**config.mk**
```make
export PLATFORM = sky130hd
export DESIGN_NAME = zbt_arbiter
export DESIGN_NICKNAME = d
export VERILOG_FILES = /design/src/rtl/zbt_arbiter.sv
export SDC_FILE = /design/constraint.sdc
export NUM_CORES = 1
export LEC_CHECK = 0
export BUFFER_PORTS_ARGS = -buffer_cell sky130_fd_sc_hd__buf_4
export CAP_MARGIN = 25
export CORE_UTILIZATION = 25
export DETAILED_ROUTE_END_ITERATION = 10
export MAX_ROUTING_LAYER = met4
export PLACE_DENSITY_LB_ADDON = 0.08
export REMOVE_ABC_BUFFERS = 1
export SYNTH_ARGS = -nofsm -noshare
export SYNTH_HDL_FRONTEND = slang
export SYNTH_SLANG_ARGS = --single-unit
```
**constraint.sdc**
```tcl
create_clock -name clk -period 3.55 [get_ports clk]
set_input_delay 0.355 -clock clk [delete_from_list [all_inputs] [get_ports clk]]
set_output_delay 0.355 -clock clk [all_outputs]
set_load 0.1 [all_outputs]
```
**src/rtl/zbt_arbiter.sv**
```systemverilog
// zbt_arbiter
// Shares one ZBT SRAM bank between a high-priority read-only port A and a
// read/write port B. Issues at most one access per clock and tracks the
// driver's two-cycle read pipeline so read data returns to its requester.
// A wait counter bounds how long port B can be held off by port A.
//
// Ports:
//   clk, reset               system clock, synchronous active-high reset
//   a_req/a_addr             port A read request and address
//   a_ack                    port A granted this cycle (combinational)
//   a_rdata/a_rvalid         port A registered read data and one-cycle valid
//   b_req/b_we/b_addr/b_wdata port B request, write enable, address, data
//   b_ack                    port B granted this cycle (combinational)
//   b_rdata/b_rvalid         port B registered read data and one-cycle valid
//   z_cen/z_we/z_addr/z_wdata to the ZBT driver
//   z_rdata                  read data from the ZBT driver
module zbt_arbiter #(
  parameter int AW         = 19,
  parameter int DW         = 36,
  parameter int STARVE_MAX = 8
) (
  input  logic          clk,
  input  logic          reset,
  input  logic          a_req,
  input  logic [AW-1:0] a_addr,
  output logic          a_ack,
  output logic [DW-1:0] a_rdata,
  output logic          a_rvalid,
  input  logic          b_req,
  input  logic          b_we,
  input  logic [AW-1:0] b_addr,
  input  logic [DW-1:0] b_wdata,
  output logic          b_ack,
  output logic [DW-1:0] b_rdata,
  output logic          b_rvalid,
  output logic          z_cen,
  output logic          z_we,
  output logic [AW-1:0] z_addr,
  output logic [DW-1:0] z_wdata,
  input  logic [DW-1:0] z_rdata
);

  localparam int CW = $clog2(STARVE_MAX + 1);
  localparam logic [CW-1:0] STARVE_LIM = CW'(STARVE_MAX);

  logic [CW-1:0] starve_cnt;
  logic [AW-1:0] held_addr;
  logic          rd_v0, rd_s0, rd_v1, rd_s1;
  logic          b_win, a_win;

  // B only overtakes A once it has been denied STARVE_MAX cycles in a row.
  assign b_win = !reset && b_req && (!a_req || starve_cnt == STARVE_LIM);
  assign a_win = !reset && a_req && !b_win;

  assign a_ack = a_win;
  assign b_ack = b_win;

  // The driver pipeline must never stall, so chip enable is tied on.
  // Idle cycles repeat the last granted address as a harmless dummy read.
  assign z_cen = 1'b1;

  always_comb begin
    z_we    = 1'b0;
    z_addr  = held_addr;
    z_wdata = '0;
    if (reset) begin
      z_addr = '0;
    end else if (b_win) begin
      z_we    = b_we;
      z_addr  = b_addr;
      z_wdata = b_wdata;
    end else if (a_win) begin
      z_addr = a_addr;
    end
  end

  always_ff @(posedge clk) begin
    if (reset) begin
      starve_cnt <= '0;
      held_addr  <= '0;
      rd_v0      <= 1'b0;
      rd_s0      <= 1'b0;
      rd_v1      <= 1'b0;
      rd_s1      <= 1'b0;
      a_rvalid   <= 1'b0;
      b_rvalid   <= 1'b0;
      a_rdata    <= '0;
      b_rdata    <= '0;
    end else begin
      if (!b_req || b_win) begin
        starve_cnt <= '0;
      end else if (starve_cnt != STARVE_LIM) begin
        starve_cnt <= starve_cnt + 1'b1;
      end

      if (b_win) begin
        held_addr <= b_addr;
      end else if (a_win) begin
        held_addr <= a_addr;
      end

      // {valid, src} tracks each read through the driver's two-stage
      // pipeline; src=1 marks a port B read.
      rd_v0 <= a_win || (b_win && !b_we);
      rd_s0 <= b_win;
      rd_v1 <= rd_v0;
      rd_s1 <= rd_s0;

      a_rvalid <= rd_v1 && !rd_s1;
      b_rvalid <= rd_v1 && rd_s1;
      if (rd_v1 && !rd_s1) begin
        a_rdata <= z_rdata;
      end
      if (rd_v1 && rd_s1) begin
        b_rdata <= z_rdata;
      end
    end
  end

endmodule

```
* Word level (Yosys, flattened, before mapping)
Index checks and enable logic that the tools add are counted.
Cells by class: reduce and logical (&&, ||, !) cells 17, add/subtract/negate cells 1, eq/ne operators 2, mux-type cells 7
Operators with widths (count):
- two-way mux 36 bit | 2
- two-way mux 19 bit | 3
- logical AND 1 bit | 7
- logical NOT 1 bit | 6
- adder 4 x 1 -> 4 bit, second input constant | 1
- equality test 4 bit, second input constant | 1
- != test 4 bit, second input constant | 1
- logical OR 1 bit | 3
- two-way mux 1 bit | 2
- OR reduction 2 bit | 1
Storage, ports and cells: word-level logic and storage cells 37, bits in registers 101

* Logic depth before layout (Yosys ltp)
word-level depth 8, gate-level depth with buffers 6, mapped depth without buffers 5

* Worst setup path after synthesis
Ideal clock, no wire load.
kind register to output, start point reg starve_cnt[0], end point out a_ack, stages on the path, launching flop included 7, slack -33 ps, path buffers 1, arrival 3228 ps, path through dfxtp_1 > inv_1 > ha_1 > nand3b_4 > a211oi_4 > buf_2 > nor3_1
On the way: longest elaborated chain between the ends 5
Ends and longest elaborated chain:
- from (decl) | line 46 | logic [CW-1:0] starve_cnt;
- from (signal assigned) | line 93 | starve_cnt <= starve_cnt + 1'b1;
- equality test 4 bit | line 52 | assign b_win = !reset && b_req && (!a_req || starve_cnt == STARVE_LIM);
- logical OR 1 bit | line 52
- logical AND 1 bit | line 52
- via b_ack | line 33 | output logic b_ack,
- logical NOT 1 bit | line 53 | assign a_win = !reset && a_req && !b_win;
- logical AND 1 bit | line 53
- to (decl) | line 26 | output logic a_ack,
The timed path passes the listed nets, and every way through them passes these cells.

* Final worst setup path
start point reg starve_cnt[0], end point out z_addr[15]
On the way: longest elaborated chain between the ends 8
Ends and longest elaborated chain:
- equality test 4 bit (*) | line 52
- logical OR 1 bit (*) | line 52
- logical AND 1 bit (*) | line 52
- logical NOT 1 bit | line 53
- logical AND 1 bit | line 53
- two-way mux 19 bit | line 72 | end else if (a_win) begin
- two-way mux 19 bit (*) | line 68 | end else if (b_win) begin
- two-way mux 19 bit (*)
- to (decl) | line 38 | output logic [AW-1:0] z_addr,
Mark *: on every way between the ends. The rest lies on a longest branch, timed or not.

==> impl_metrics.json <==
{
  "start_util_pct": 25.5,
  "placed_area_um2": 6020,
  "synth-main-ff-cell": "dfxtp_1",
  "setup-violations-final": 0,
  "post_cts_resized": 0,
  "postCtsHoldBufs": 0,
  "crit_path_max_fanout": 50,
  "viasPerCell": 4.27,
  "synth_area_um2": 4020,
  "holdPathStages": 2,
  "ioPinCount": 248,
  "fillers": 1638,
  "gr-total-overflow": 0,
  "final_nets": 823,
  "n_antenna_cell": 0,
  "fmaxAchievable_mhz": 366,
  "cts_setup_buffers": 0,
  "clk_latency_ns": 0.35,
  "drtPass1Iterations": 4,
  "synthArstFlopShare_pct": 0,
  "cts-root-buf": "clkbuf_16",
  "ant_nets": 0,
  "cts-buffers-inserted": 9,
  "max-cap-violations": 0,
  "total_power_mw": 2.93,
  "rsz0062_at_grt": "false",
  "layoutNonFillerInstCount": 927,
  "drt_iter0_markers": 172,
  "relSlewSlack_pct": 36.5,
  "setup_ws_ns": 0.818,
  "cts.clk_slew.worst_paths_ns": 0.07,
  "clkSinkCount": 101,
  "drt_wl_total_mm": 13.1,
  "rr_startpoint": "starve_cnt[0]$_SDFFE_PP0N_",
  "period_share_pct": 77.0,
  "critPathKind": "reg -> out",
  "grt_pass1_vias": 3768,
  "hold_viol": 0,
  "multi_input_area_um2": 1830,
  "cp-start-kind": "flop",
  "grt_pass1_wl_mm": 20.0,
  "core_um2": 15800,
  "worstReg2RegEnd": "held_addr[15]$_DFF_P_",
  "min-delay-start": "b_addr[12]",
  "ff_latch_area_um2": 2020,
  "min_path_type": "in -> reg",
  "place_ws_ns": 1.16,
  "arrival_ns": 2.38,
  "p_leak_nw": 2.85,
  "vias": 3960,
  "finalMaxSlewViolations": 0,
  "ys_seq_elements": 101,
  "die_h_um": 129,
  "io_buffers": 246,
  "drc_errors": 0,
  "rr_worst_depth": 6,
  "synth_area_per_cell_um2": 8.37,
  "tns_ns": 0,
  "tightest_slew_ns": 0.951,
  "endpoint_kind": "primary output",
  "ir_drop_uv": 283,
  "rrSetupSlack_ns": 1.65,
  "globalplace.congestion": 0.741,
  "synth-seq-area-share_pct": 50.2,
  "synth_edf_count": 0,
  "cp.required_ns": 3.19,
  "powerDensity_nw_per_um2": 463,
  "place_hpwl_mm": 9.40,
  "finalInstanceArea_um2": 6330,
  "syn_inst": 481,
  "post-route-min-period_ns": 2.73,
  "synth_cell_type_count": 29,
  "antenna_found_initial": 0,
  "clock_skew_ns": 0.00654,
  "die-area_um2": 16600,
  "synth_warnings": 0,
  "dpl.cell_count": 911,
  "grt_util_all_layers_pct": 16.2,
  "wl_per_cell_um": 14.2,
  "clk_path_buf_depth": 2,
  "cts.htree.levels": 3,
  "die_w_um": 129,
  "cts_tree": "built",
  "status": "completed",
  "grt_max_degree": 66,
  "drive_above_1_share_pct": 40.5,
  "area_growth_pct": 57.4,
  "hold_end": "held_addr[12]$_DFF_P_",
  "rows": 46
}
-- critical path: stages (launching register included) --
cell and delay, ns:
dfxtp_1 0.34, inv_1 0.06, ha_1 0.20, nand3b_4 0.11, a211oi_4 0.24, buf_4 0.41, mux2_2 0.40, buf_4 0.24
-- how the worst max path moves through the flow --
stage	from	to	slack [ns]	depth (start not counted)
global route	starve_cnt[0]$_SDFFE_PP0N_	z_addr[13]	0.64	6
CTS	starve_cnt[0]$_SDFFE_PP0N_	z_addr[13]	0.79	6
floorplan	starve_cnt[0]$_SDFFE_PP0N_	a_ack	-0.21	5
detailed placement	a_req	z_addr[13]	1.16	5
finish	starve_cnt[0]$_SDFFE_PP0N_	z_addr[15]	0.82	7
global placement	starve_cnt[0]$_SDFFE_PP0N_	z_addr[8]	1.23	7
-- cell families (layout without fill, tap and decap cells) --
kind of cell / after synthesis / after routing / synth area share, %
AND/OR/NAND/NOR: 211 / 211 / 23.0
buffers and inverters: 41 / 271 / 4.51
multiplexers: 30 / 30 / 7.80
flip-flops: 101 / 101 / 50.2
AO/OA/AOI/OAI: 93 / 93 / 13.2
XOR/XNOR: 2 / 2 / 0.435
other: 1 / 1 / 0.0932
adder cells (fa/ha/maj): 2 / 2 / 0.622
-- through the flow --
| stage | hold slack, ns | utilization, % |
|---|---|---|
| finish | 0.253 | 40.2 |
| global route | 0.235 | 40.2 |
| CTS | 0.236 | 40.2 |
| detailed placement | 0.424 | 38.2 |
| global placement | 0.421 | 38.2 |
| floorplan | 0.414 | - |
-- Yosys cell counts (all sizes together) (2+ instances only) --
cell type | count | area, um^2
a21oi | 81 | 405
buf | 15 | 83.8
mux2 | 11 | 124
o221a | 8 | 90.1
nor2b | 3 | 18.8
nand2 | 146 | 548
clkbuf | 21 | 78.8
o21ai | 2 | 10.0
nor2 | 17 | 63.8
dfxtp | 101 | 2020
a211oi | 2 | 27.5
mux2i | 19 | 190
ha | 2 | 25.0
and2 | 38 | 238
inv | 5 | 18.8
nand2b | 2 | 12.5
-- cell type report --
class / instances / share of cell area (%)
Clock buffer: 10 / 3.62
Clock inverter: 6 / 1.36
Inverter: 5 / 0.296
Multi-Input combinational cell: 339 / 28.9
Sequential cell: 101 / 31.9
Tap cell: 216 / 4.27
Timing Repair Buffer: 250 / 29.6
-- routing by layer --
metal | wire (um) | global-route usage [%] | up-vias
li1 | - | - | 2014
met1 | 5810 | 19.1 | 1778
met2 | 6080 | 25.8 | 153
met3 | 1070 | 5.65 | 15
met4 | 165 | 4.91 | 0
met5 | 0 | - | -
-- placed cells by master (no fill, tap or decap), drive strengths merged, types with 2 or more instances in the layout --
| master | netlist | layout |
|---|---|---|
| mux2i | 19 | 19 |
| nor2b | 3 | 3 |
| and2 | 38 | 38 |
| dfxtp | 101 | 101 |
| bufinv | 0 | 2 |
| clkbuf | 21 | 10 |
| nor2 | 17 | 17 |
| ha | 2 | 2 |
| mux2 | 11 | 11 |
| buf | 15 | 250 |
| nand2 | 146 | 146 |
| a21oi | 81 | 81 |
| o221a | 8 | 8 |
| inv | 5 | 6 |
| clkinv | 0 | 2 |
| nand2b | 2 | 2 |
| o21ai | 2 | 2 |
| a211oi | 2 | 2 |
-- state kept, by name, indices dropped and copies added (netlist names) --
register	flops
rd_s0	1
b_rdata	36
rd_v0	1
b_rvalid	1
rd_v1	1
rd_s1	1
a_rvalid	1
held_addr	19
starve_cnt	4
a_rdata	36
-- power breakdown --
| part | switching [mW] | total (mW) | internal (mW) |
|---|---|---|---|
| registers | 0.0159 | 1.19 | 1.17 |
| logic | 0.490 | 0.682 | 0.192 |
| clock network | 0.443 | 1.06 | 0.618 |
(Power assumes the default switching activity.)
